[config.mk]
export PLATFORM = sky130hd
export DESIGN_NAME = rng_stream_buffer
export DESIGN_NICKNAME = d
export VERILOG_FILES = /design/src/rtl/rng_pkg.sv /design/src/rtl/rng_fifo.sv /design/src/rtl/rng_stream_buffer.sv
export SDC_FILE = /design/constraint.sdc
export NUM_CORES = 1
export LEC_CHECK = 0
export ABC_AREA = 0
export BUFFER_PORTS_ARGS = -buffer_cell sky130_fd_sc_hd__buf_2
export CORE_MARGIN = 10
export CORE_UTILIZATION = 60
export CTS_BUF_LIST = sky130_fd_sc_hd__clkbuf_16
export DETAILED_ROUTE_END_ITERATION = 7
export MAX_ROUTING_LAYER = met4
export PLACE_DENSITY = 0.79
export SLEW_MARGIN = 5
export SYNTH_ARGS = -nofsm -noshare
export SYNTH_HDL_FRONTEND = slang
export SYNTH_SLANG_ARGS = --single-unit
[constraint.sdc]
create_clock -name clk -period 12.7 [get_ports clk]
set_input_delay 1.27 -clock clk [delete_from_list [all_inputs] [get_ports clk]]
set_output_delay 1.27 -clock clk [all_outputs]
set_load 0.03 [all_outputs]
[src/rtl/rng_pkg.sv]
// Shared definitions for the RNG stream buffer: FSM encodings, the generator
// word width and default sizing.
package rng_pkg;

  localparam int WORD_W        = 64;
  localparam int DEF_DEPTH     = 8;
  localparam int DEF_WARMUP    = 16;
  localparam int DEF_REP_LIMIT = 4;

  typedef enum logic [1:0] {
    ST_WARMUP = 2'd0,
    ST_RUN    = 2'd1,
    ST_FAULT  = 2'd2
  } rng_state_t;

endpackage

[src/rtl/rng_fifo.sv]
// Power-of-two FIFO for generator words. The head word reads combinationally,
// and the head output is forced to zero while the FIFO is empty.
module rng_fifo
  import rng_pkg::*;
#(
  parameter int DEPTH = DEF_DEPTH
) (
  input  logic                     clk,
  input  logic                     rst,
  input  logic                     flush,
  input  logic                     push,
  input  logic                     pop,
  input  logic [WORD_W-1:0]        wr_data,
  output logic [WORD_W-1:0]        rd_data,
  output logic                     full,
  output logic                     empty,
  output logic [$clog2(DEPTH):0]   level
);

  localparam int PTR_W = $clog2(DEPTH);

  logic [WORD_W-1:0] mem [DEPTH];
  logic [PTR_W-1:0]  wr_ptr;
  logic [PTR_W-1:0]  rd_ptr;
  logic [PTR_W:0]    count;
  logic              do_push;
  logic              do_pop;

  assign full    = (count == (PTR_W+1)'(DEPTH));
  assign empty   = (count == '0);
  assign level   = count;
  assign do_pop  = pop && !empty;
  assign do_push = push && (!full || do_pop);
  assign rd_data = empty ? '0 : mem[rd_ptr];

  // Storage carries data only, so it is never reset.
  always_ff @(posedge clk) begin
    if (do_push) begin
      mem[wr_ptr] <= wr_data;
    end
  end

  always_ff @(posedge clk) begin
    if (rst || flush) begin
      wr_ptr <= '0;
      rd_ptr <= '0;
      count  <= '0;
    end else begin
      if (do_push) wr_ptr <= wr_ptr + 1'b1;
      if (do_pop)  rd_ptr <= rd_ptr + 1'b1;
      case ({do_push, do_pop})
        2'b10:   count <= count + 1'b1;
        2'b01:   count <= count - 1'b1;
        default: count <= count;
      endcase
    end
  end

endmodule

[src/rtl/rng_stream_buffer.sv]
// Buffers PCG generator words behind a warm-up discard window and a
// repetition-count health test; a tripped test flushes and holds in FAULT.
module rng_stream_buffer
  import rng_pkg::*;
#(
  parameter int DEPTH     = DEF_DEPTH,
  parameter int WARMUP    = DEF_WARMUP,
  parameter int REP_LIMIT = DEF_REP_LIMIT
) (
  input  logic                   clk,
  input  logic                   rst,
  input  logic                   sample_en,
  input  logic [63:0]            random_in,
  input  logic                   clear_fault,
  output logic [63:0]            out_data,
  output logic                   out_valid,
  input  logic                   out_ready,
  output logic [$clog2(DEPTH):0] level,
  output logic                   overflow,
  output logic                   health_fail,
  output logic [1:0]             state_o
);

  localparam int WARM_W = $clog2(WARMUP + 1);
  localparam int REP_W  = $clog2(REP_LIMIT + 1);

  rng_state_t        state;
  rng_state_t        state_nxt;
  logic [WARM_W-1:0] warm_cnt;
  logic [WARM_W-1:0] warm_cnt_nxt;
  logic [REP_W-1:0]  rep_cnt;
  logic [REP_W-1:0]  rep_cnt_nxt;
  logic [REP_W-1:0]  rep_cand;
  logic              rep_trip;
  logic [WORD_W-1:0] last_word;
  logic              overflow_nxt;
  logic              push;
  logic              pop;
  logic              flush;
  logic              full;
  logic              empty;

  assign out_valid   = !empty && (state != ST_FAULT);
  assign pop         = out_valid && out_ready;
  assign health_fail = (state == ST_FAULT);
  assign state_o     = state;

  // rep_cnt==0 marks "no sample since reset/clear", so last_word is ignored then.
  always_comb begin
    rep_cand = REP_W'(1);
    if (rep_cnt != '0 && random_in == last_word) begin
      rep_cand = rep_cnt + 1'b1;
    end
  end

  assign rep_trip = (rep_cand == REP_W'(REP_LIMIT));

  always_comb begin
    state_nxt    = state;
    warm_cnt_nxt = warm_cnt;
    rep_cnt_nxt  = rep_cnt;
    overflow_nxt = overflow;
    push         = 1'b0;
    flush        = 1'b0;
    case (state)
      ST_WARMUP: begin
        if (sample_en) begin
          rep_cnt_nxt = rep_cand;
          if (rep_trip) begin
            state_nxt = ST_FAULT;
            flush     = 1'b1;
          end else begin
            warm_cnt_nxt = warm_cnt + 1'b1;
            if (warm_cnt == WARM_W'(WARMUP - 1)) state_nxt = ST_RUN;
          end
        end
      end
      ST_RUN: begin
        if (sample_en) begin
          rep_cnt_nxt = rep_cand;
          if (rep_trip) begin
            state_nxt = ST_FAULT;
            flush     = 1'b1;
          end else if (!full || pop) begin
            push = 1'b1;
          end else begin
            overflow_nxt = 1'b1;
          end
        end
      end
      ST_FAULT: begin
        if (clear_fault) begin
          state_nxt    = ST_WARMUP;
          warm_cnt_nxt = '0;
          rep_cnt_nxt  = '0;
          overflow_nxt = 1'b0;
        end
      end
      default: begin
        state_nxt    = ST_WARMUP;
        warm_cnt_nxt = '0;
        rep_cnt_nxt  = '0;
        flush        = 1'b1;
      end
    endcase
  end

  always_ff @(posedge clk) begin
    if (rst) begin
      state    <= ST_WARMUP;
      warm_cnt <= '0;
      rep_cnt  <= '0;
      overflow <= 1'b0;
    end else begin
      state    <= state_nxt;
      warm_cnt <= warm_cnt_nxt;
      rep_cnt  <= rep_cnt_nxt;
      overflow <= overflow_nxt;
    end
  end

  always_ff @(posedge clk) begin
    if (sample_en && (state == ST_WARMUP || state == ST_RUN)) begin
      last_word <= random_in;
    end
  end

  rng_fifo #(
    .DEPTH(DEPTH)
  ) u_fifo (
    .clk    (clk),
    .rst    (rst),
    .flush  (flush),
    .push   (push),
    .pop    (pop),
    .wr_data(random_in),
    .rd_data(out_data),
    .full   (full),
    .empty  (empty),
    .level  (level)
  );

endmodule

==> flow_summary.json, run 1 <==
{
  "grt_max_degree": 76,
  "synth_seq_cells": 600,
  "synth.yosys.seq_area_share_pct": 76.4,
  "vias": 11400,
  "power.density_nw_per_um2": 145,
  "setup_viol_count_final": 0,
  "clk_latency_ns": 0.58,
  "holdBufCountCts": 0,
  "cp_common_cell": "buf_4",
  "fin_crit_ns": 5.58,
  "final_common_cell": "edfxtp_1",
  "vias_per_cell": 6.09,
  "timing.hold.ws_ns": 0.454,
  "cp_top_family": "buffers and inverters",
  "syn-cell-area_um2": 23300,
  "power.leakage_nw": 8.47,
  "yosysWarnings": 0,
  "final.setup.tns_ns": 0,
  "max_freq_mhz": 179,
  "dieArea_um2": 47000,
  "antenna_found_initial": 7,
  "holdCritPathClass": "reg2reg",
  "cp_max_fo": 47,
  "port_buffers": 141,
  "root_buffer": "clkbuf_16",
  "cts_buffers": 56,
  "synth_top_area_share_pct": 74.3,
  "grt-ovfl-total": 0,
  "cts_tree": "built",
  "rsz0062_at_grt": "no",
  "cp-start-kind": "register",
  "relSlewSlack_pct": 26.1,
  "drt_iter0_markers": 1238,
  "status": "finished clean",
  "first_pass_iters": 5,
  "final_cell_mix": "edfxtp_1, buf_2, mux4_2",
  "die_h_um": 217,
  "cts.sinks": 600,
  "synth.largest_area_cell": "edfxtp_1",
  "drive_gt1_share_pct": 28.6,
  "tightest_slew_ns": 1.11,
  "critPathBufInv": 3,
  "detail_route.wirelength_mm": 48.9,
  "fp-row-count": 72,
  "path_clk_slew_ns": 0.06,
  "grt_usage_pct": 21.5,
  "cap_violations": 0,
  "routedWlPerCell_um": 26.2,
  "hpwl_mm": 28.0,
  "initial_utilization_pct": 60.5,
  "fin_skew_ns": 0.0245,
  "cp-end-kind": "primary output",
  "cts_max_path_buffers": 3,
  "drtAntennaViolNets": 0,
  "synth_cell_type_count": 45,
  "synthTopCellsByArea": "edfxtp_1, mux4_2, mux2i_1, dfxtp_1, xnor2_1",
  "num-nets-final": 1374,
  "routabilityCongestion": 0.803,
  "ir_worst_vdd_v": 0.000102,
  "critPathArrivalTime_ns": 4.31,
  "post_cts_resized": 0,
  "ios": 142,
  "cp_cell_sequence": "buf_4 -> buf_4 -> mux4_2 -> mux2i_1 -> nor2_1 -> buf_2",
  "finalHoldViolations": 0,
  "area_growth_pct": 13.5,
  "slew_violations": 0,
  "drc": 0,
  "cts_setup_buffers": 0,
  "finalCritPeriodShare_pct": 43.9,
  "ys.flop_type": "edfxtp_1",
  "synth_fp_nets": 1203,
  "crit_slowest_cell": "dfxtp_4",
  "worstPathRequired_ns": 11.43,
  "htree_levels": 2,
  "netlist_instances": 1125,
  "coreArea_um2": 38500,
  "cp_slowest_stage_delay_ns": 0.99,
  "grt_pass1_wl_mm": 74.0,
  "grt_pass1_vias": 11800,
  "die_w_um": 217,
  "synth.avg_cell_area_um2": 20.7,
  "synthArstFlopShare_pct": 0,
  "worstSetupPathType": "reg2out",
  "synth_edf_count": 576
}
## worst reg2reg max path: stages (launching register included)
cell and delay, ns:
edfxtp_1 0.42, xor2_1 0.18, nor4_1 0.61, nand3_1 0.40, o31ai_2 0.32, buf_4 0.26
ha_1 0.29, xor2_1 0.19, ha_1 0.17, a21oi_1 0.05, xor2_1 0.16, nor2_1 0.13
xnor2_1 0.13, nor2_1 0.05
## path summary, 6_finish.rpt
path                      from               to  slack [ns]  cells after the start
setup reg to reg  last_word[4]  u_fifo.level[2]        9.20                     13
hold / removal        overflow         overflow        0.45                      2
hold reg to reg       overflow         overflow        0.45                      2
setup / recovery      register      out_data[9]        7.12                      6
## sequential cells by signal (all words and copies together), names as in the netlist, named ones only
signal	cells
u_fifo.rd_ptr	3
u_fifo.wr_ptr	3
u_fifo.level	4
state_o	2
warm_cnt	5
last_word	64
u_fifo.mem	512
rep_cnt	3
overflow	1
## logic make-up after synthesis
group / Yosys count / share of synthesized area, %
flops: 600 / 76.4
compound gates: 24 / 0.694
simple gates: 163 / 3.39
buf+inv: 64 / 1.09
xor+xnor: 66 / 2.48
fa+ha+maj: 9 / 0.484
mux: 199 / 15.4
## metrics by stage
stage	worst slack [ns]	instances	area [um2]	utilization, %	power [mW]
floorplan	2.25	1125	23300	-	2.25
global placement	7.51	1756	24600	64.1	2.30
detailed placement	7.51	1756	24600	64.1	2.30
CTS	6.91	1857	26400	68.6	3.86
global route	6.62	1863	26400	68.6	3.95
finish	7.12	1864	26400	68.6	3.84
## power by group
| group | internal, mW | total, mW | switching (mW) |
|---|---|---|---|
| registers | 2.18 | 2.19 | 0.00575 |
| logic | 0.0228 | 0.0769 | 0.0541 |
| clock network | 0.906 | 1.58 | 0.670 |
| total | 3.11 | 3.84 | 0.730 |
## synthesized netlist by cell type, types with 2 or more instances
library cell / count
inv_2: 2
edfxtp_1: 576
o31ai_1: 2
nor3_1: 7
o21ai_0: 2
nand2b_1: 5
ha_1: 9
clkbuf_1: 24
nand3b_1: 3
o21ai_1: 2
a21oi_1: 9
nand4_1: 13
or2_2: 2
inv_1: 12
nor4b_1: 3
mux4_2: 128
dfxtp_1: 24
nor2b_1: 4
mux2i_1: 71
nand3_1: 3
nor4_1: 9
xor2_1: 15
buf_2: 4
xnor2_1: 51
buf_1: 21
nor2_1: 84
nand2_1: 20
or3_1: 3
## layer usage
| layer | track usage [%] | up-vias | share of wire (%) |
|---|---|---|---|
| met5 | - | - | 0 |
| met4 | 6.11 | 0 | 2.1 |
| met3 | 4.06 | 69 | 7.4 |
| met2 | 33.5 | 475 | 50 |
| met1 | 28.9 | 5920 | 41 |
| li1 | - | 4891 | - |
## final cells by class
type	count	area, um2
clock buffer	57	1430
multi-input combinational	461	5290
tap	518	648
fill	2388	12100
clock inverter	44	305
antenna	7	17.5
timing repair buffer	163	871
sequential	600	17800
inverter	14	52.6
Note: power is estimated with default switching activity, not from simulation.
==> inputs of run 2 (changes only) <==
--- a/config.mk
+++ b/config.mk
@@ -8,11 +8,11 @@
 export ABC_AREA = 0
 export BUFFER_PORTS_ARGS = -buffer_cell sky130_fd_sc_hd__buf_2
 export CORE_MARGIN = 10
-export CORE_UTILIZATION = 60
+export CORE_UTILIZATION = 54
 export CTS_BUF_LIST = sky130_fd_sc_hd__clkbuf_16
 export DETAILED_ROUTE_END_ITERATION = 7
 export MAX_ROUTING_LAYER = met4
-export PLACE_DENSITY = 0.79
+export PLACE_DENSITY = 0.75
 export SLEW_MARGIN = 5
 export SYNTH_ARGS = -nofsm -noshare
 export SYNTH_HDL_FRONTEND = slang
==> constraint.sdc (replaced) <==
create_clock -name clk -period 4.5 [get_ports clk]
set_input_delay 0.45 -clock clk [delete_from_list [all_inputs] [get_ports clk]]
set_output_delay 0.45 -clock clk [all_outputs]
set_load 0.03 [all_outputs]
==> run 2 against run 1 <==
Effect of this change:
- flip-flop and latch count did not move
- setup slack got worse by 6.3 ns
- worst hold slack got worse by 0.29 ns
- non-clock buffer count rose by 4
- clock skew fell by 0.0081 ns
- largest power group unchanged
- highest routed layer unchanged
==> flow_summary.json, run 2 (synthesized netlist as in run 1, its figures left out) <==
{
  "cts_tree": "built",
  "worstSetupPathType": "reg2reg",
  "critPathArrivalTime_ns": 4.09,
  "top_register": "u_fifo.mem",
  "min_to": "state_o[1]",
  "finalPower_mw": 10.7,
  "dieArea_um2": 51800,
  "grt_pass1_wl_mm": 73.4,
  "cp_max_fo": 7,
  "fillCellCount": 2806,
  "r2r_start": "last_word[60]",
  "status": "finished clean",
  "clk_latency_ns": 0.58,
  "ios": 142,
  "path_clk_slew_ns": 0.06,
  "holdCritPathClass": "in2reg",
  "post_cts_resized": 0,
  "power.leakage_nw": 8.53,
  "hpwl_mm": 28.0,
  "area_growth_pct": 14.4,
  "power_frac_comb_pct": 2.0,
  "rsz0062_at_grt": "no",
  "worstPathRequired_ns": 4.95,
  "drtAntennaViolNets": 0,
  "cap_violations": 0,
  "vias": 11200,
  "multi_input_area_um2": 5360,
  "routabilityCongestion": 0.795,
  "routedWlPerCell_um": 25.7,
  "port_buffers": 141,
  "final_cell_mix": "edfxtp_1, buf_2, mux4_2",
  "vias_per_cell": 5.91,
  "cp-start-kind": "register",
  "crit_slowest_cell": "o31ai_4",
  "coreArea_um2": 42200,
  "cp_cell_sequence": "xnor2_1 -> nand4_1 -> nor4_1 -> nand3_1 -> o31ai_4 -> ha_1 -> xor2_1 -> ha_1 -> a21oi_1 -> xor2_1 -> nor2_1 -> xnor2_1 -> nor2_1",
  "setup_viol_count_final": 0,
  "finalCritPeriodShare_pct": 80.8,
  "intPower_mw": 8.67,
  "cts.sinks": 600,
  "grt_pass1_vias": 11600,
  "die_w_um": 228,
  "r2r_end": "u_fifo.level[2]",
  "detail_route.wirelength_mm": 48.6,
  "grt_usage_pct": 19.6,
  "cp-end-kind": "register",
  "finalHoldViolations": 0,
  "final.setup.tns_ns": 0,
  "rr_worst_depth": 13,
  "fin_crit_ns": 3.63,
  "cp_top_family": "simple AND/OR/NAND/NOR gates",
  "cts_max_path_buffers": 3,
  "die_h_um": 228,
  "fin_skew_ns": 0.0165,
  "total_switching_power_mw": 2.08,
  "power.density_nw_per_um2": 404,
  "drive_gt1_share_pct": 29.0,
  "max_freq_mhz": 275,
  "holdBufCountCts": 0,
  "root_buffer": "clkbuf_16",
  "largest_register_ffs": 512,
  "seq_area_um2": 17800,
  "grt-ovfl-total": 0,
  "critPathBufInv": 0,
  "tightest_slew_ns": 1.12,
  "top_regs": "u_fifo.mem x512, last_word x64, warm_cnt x5",
  "ir_worst_vdd_v": 0.000358,
  "grt_max_degree": 68,
  "cts_buffers": 56,
  "num-nets-final": 1378,
  "power_frac_clock_pct": 40.6,
  "worstHoldPathCells": 4,
  "fp-row-count": 75,
  "relSlewSlack_pct": 25.3,
  "initial_utilization_pct": 55.1,
  "cts_setup_buffers": 0,
  "rrSetupSlack_ns": 0.87,
  "min_from": "clear_fault",
  "cp_slowest_stage_delay_ns": 0.52,
  "pwr-share-seq_pct": 57.4,
  "first_pass_iters": 5,
  "antenna_found_initial": 10,
  "drc": 0,
  "htree_levels": 2,
  "netSwitchingFraction_pct": 19.4,
  "drt_iter0_markers": 1144,
  "slew_violations": 0,
  "final_common_cell": "edfxtp_1"
}
[run 2: cell type report]
class	count	area share, %
repair buffers	167	3.76
diodes	10	0.0941
clock buffers	57	5.36
clock inverters	46	1.03
well taps	539	2.53
inverters	14	0.212
multi-input cells	461	20.1
flip-flops and latches	600	66.9
[run 2: power by group through the flow]
stage	clock network (mW)	registers [mW]	logic [mW]
after detailed placement	0	6.28	0.216
after global routing	4.65	6.17	0.236
after global placement	0	6.28	0.209
final	4.36	6.17	0.217
after floorplan	0	6.29	0.0727
after CTS	4.44	6.17	0.218
[run 2: worst min-delay path: stages]
cell and delay (ns):
buf_2 0.09, nor2_1 0.05, nand2_1 0.06, a21oi_1 0.05
[run 2: how the worst max path moves through the flow]
stage / depth (start not counted) / endpoint / startpoint / slack [ns]
4_1_cts: 13 / u_fifo.level[2] / last_word[60] / 0.90
5_1_grt: 13 / u_fifo.level[2] / last_word[60] / 0.66
3_5_place_dp: 14 / u_fifo.level[2] / random_in[60] / 0.69
3_3_place_gp: 14 / u_fifo.level[2] / random_in[60] / 0.72
6_report: 13 / u_fifo.level[2] / last_word[60] / 0.87
2_1_floorplan: 8 / u_fifo.mem[1][0] / state_o[0] / 0.01
[run 2: per-layer routing]
| layer | share of wire, % | routed length (um) | vias to the layer above | global-route usage, % |
|---|---|---|---|---|
| met5 | 0 | 0 | - | - |
| met2 | 50 | 24200 | 421 | 30.9 |
| met3 | 7.5 | 3650 | 58 | 3.64 |
| met1 | 41 | 20100 | 5805 | 26.5 |
| met4 | 1.5 | 754 | 0 | 4.41 |
| li1 | - | - | 4911 | - |
[run 2: stage by stage]
stage	instance area, um2	hold slack, ns	worst slack (ns)	util [%]	cells
3_3_place_gp	24900	0.442	0.715	58.9	1781
5_1_grt	26600	0.175	0.656	63.0	1893
2_1_floorplan	23400	0.438	0.0146	-	1125
3_5_place_dp	24900	0.448	0.688	58.9	1781
6_report	26600	0.164	0.866	63.0	1894
4_1_cts	26600	0.133	0.903	62.9	1884
==> inputs of run 3 (changes only) <==
==> constraint.sdc (replaced) <==
create_clock -name clk -period 3.1 [get_ports clk]
set_input_delay 0.31 -clock clk [delete_from_list [all_inputs] [get_ports clk]]
set_output_delay 0.31 -clock clk [all_outputs]
set_load 0.03 [all_outputs]
==> run 3 against run 2 <==
Effect of this change:
- critical path depth fell by 7
- largest power group unchanged
- routed wire length rose by 4.5%
- flip-flop and latch count did not move
- via count rose by 3.0%
==> flow_summary.json, run 3 (synthesized netlist as in run 1, its figures left out) <==
{
  "status": "finished clean",
  "fillCellCount": 2798,
  "cts_tree": "built",
  "max_freq_mhz": 338,
  "relSlewSlack_pct": 33.8,
  "fin_area_um2": 27400,
  "slew_violations": 0,
  "power.leakage_nw": 8.98,
  "min_from": "random_in[26]",
  "rr_worst_depth": 13,
  "die_w_um": 228,
  "cp_max_fo": 31,
  "ir_worst_vdd_v": 0.000439,
  "cts_setup_buffers": 0,
  "grt_usage_pct": 20.7,
  "grt_pass1_wl_mm": 76.5,
  "fin_crit_ns": 2.96,
  "cp-start-kind": "register",
  "r2r_end": "u_fifo.level[2]",
  "crit_slowest_cell": "mux4_2",
  "fin_skew_ns": 0.0202,
  "vias": 11500,
  "setup_viol_count_final": 0,
  "hpwl_mm": 31.6,
  "grt_pass1_vias": 12000,
  "coreArea_um2": 42200,
  "r2r_start": "last_word[21]",
  "vias_per_cell": 5.89,
  "cts_buffers": 57,
  "final_common_cell": "edfxtp_1",
  "antenna_found_initial": 6,
  "cp_cell_sequence": "buf_12 -> buf_12 -> mux4_2 -> mux2i_1 -> nor2_1 -> buf_2",
  "worstPathRequired_ns": 2.79,
  "placed_area_um2": 25600,
  "final.setup.tns_ns": 0,
  "fp-row-count": 75,
  "die_h_um": 228,
  "post-route-util_pct": 65.0,
  "area_growth_pct": 17.9,
  "cp-end-kind": "primary output",
  "tightest_slew_ns": 0.993,
  "htree_levels": 2,
  "grt-ovfl-total": 0,
  "ios": 142,
  "top_regs": "u_fifo.mem x512, last_word x64, warm_cnt x5",
  "first_pass_iters": 5,
  "drtAntennaViolNets": 0,
  "critPathArrivalTime_ns": 2.65,
  "drive_gt1_share_pct": 33.2,
  "min_to": "last_word[26]",
  "drc": 0,
  "holdCritPathClass": "in2reg",
  "clk_latency_ns": 0.60,
  "rrSetupSlack_ns": 0.19,
  "cp_common_cell": "buf_12",
  "cts.sinks": 600,
  "port_buffers": 141,
  "drt_iter0_markers": 1196,
  "finalCritPeriodShare_pct": 95.3,
  "routedWlPerCell_um": 25.9,
  "worstHoldPathCells": 1,
  "worstSetupPathType": "reg2out",
  "largest_register_ffs": 512,
  "root_buffer": "clkbuf_16",
  "cp_slowest_stage_delay_ns": 0.54,
  "routabilityCongestion": 0.793,
  "path_clk_slew_ns": 0.06,
  "top_register": "u_fifo.mem",
  "final_cell_mix": "edfxtp_1, buf_2, mux4_2",
  "cap_violations": 0,
  "finalHoldViolations": 0,
  "num-nets-final": 1453,
  "dieArea_um2": 51800,
  "grt_max_degree": 68,
  "initial_utilization_pct": 55.1,
  "cts_max_path_buffers": 3,
  "detail_route.wirelength_mm": 50.8,
  "power.density_nw_per_um2": 578
}
-- run 3: cell count changes in the layout (fill, tap and decap cells not counted), sizes merged --
cell | before | now
clkinvlp | 3 | 1
buf | 167 | 237
clkinv | 21 | 15
dlygate4sd3 | 0 | 4
bufinv | 3 | 4
diode | 10 | 6
clkbuf | 57 | 59
-- run 3: worst max path at each step --
stage	start	end	slack [ns]	depth (start not counted)
6_report	register	out_data[14]	0.14	6
3_5_place_dp	random_in[10]	u_fifo.level[2]	-0.08	13
5_1_grt	last_word[16]	u_fifo.level[2]	-0.02	14
4_1_cts	register	out_data[14]	0.07	6
3_3_place_gp	random_in[10]	u_fifo.level[2]	-0.06	13
2_1_floorplan	state_o[1]	u_fifo.mem[1][0]	-1.26	8
-- run 3: where the power goes --
part           switching [mW]  internal, mW  leakage, nW
clock                    2.78          3.73        0.924
combinational           0.257         0.145         2.63
sequential             0.0233          8.93         5.42
-- run 3: what timing repair did --
action                                  in CTS  in global routing
resized for setup                            1                  8
hold buffers                                 4                  0
pin swaps                                    0                  7
endpoints found under the hold margin       10                  0
endpoints found under the setup margin       1                  1
-- run 3: stage by stage --
| stage | hold WS, ns | total power, mW | cells | setup WS (ns) |
|---|---|---|---|---|
| floorplan | 0.409 | 9.23 | 1125 | -1.26 |
| global placement | 0.441 | 9.50 | 1851 | -0.0566 |
| detailed placement | 0.451 | 9.52 | 1851 | -0.0788 |
| CTS | 0.00352 | 16.0 | 1953 | 0.0663 |
| global route | 0.00892 | 16.3 | 1959 | -0.0232 |
| finish | 0.0219 | 15.9 | 1959 | 0.144 |
-- run 3: critical path, delay by kind of cell, from the launching register on --
kind,cells,cell delay [ns]
muxes,2,0.79
DFF,1,0.39
and+or+nand+nor,1,0.06
buffers and inverters,3,0.78
-- run 3: area by class of cell --
cell class	count	area (um2)	share of cell area [%]
well taps	539	674	2.46
clock inverters	39	268	0.976
inverters	14	56.3	0.205
clock buffers	59	1480	5.38
repair buffers	241	1750	6.36
flip-flops and latches	600	17800	64.8
diodes	6	15.0	0.0547
multi-input cells	461	5410	19.7
-- run 3: routing by layer --
metal	wire length (um)	part of all wire, %	GRT usage, %
met4	997	2.0	5.46
met2	25400	50	32.6
met3	3640	7.2	4.31
met5	0	0	-
met1	20800	41	27.2
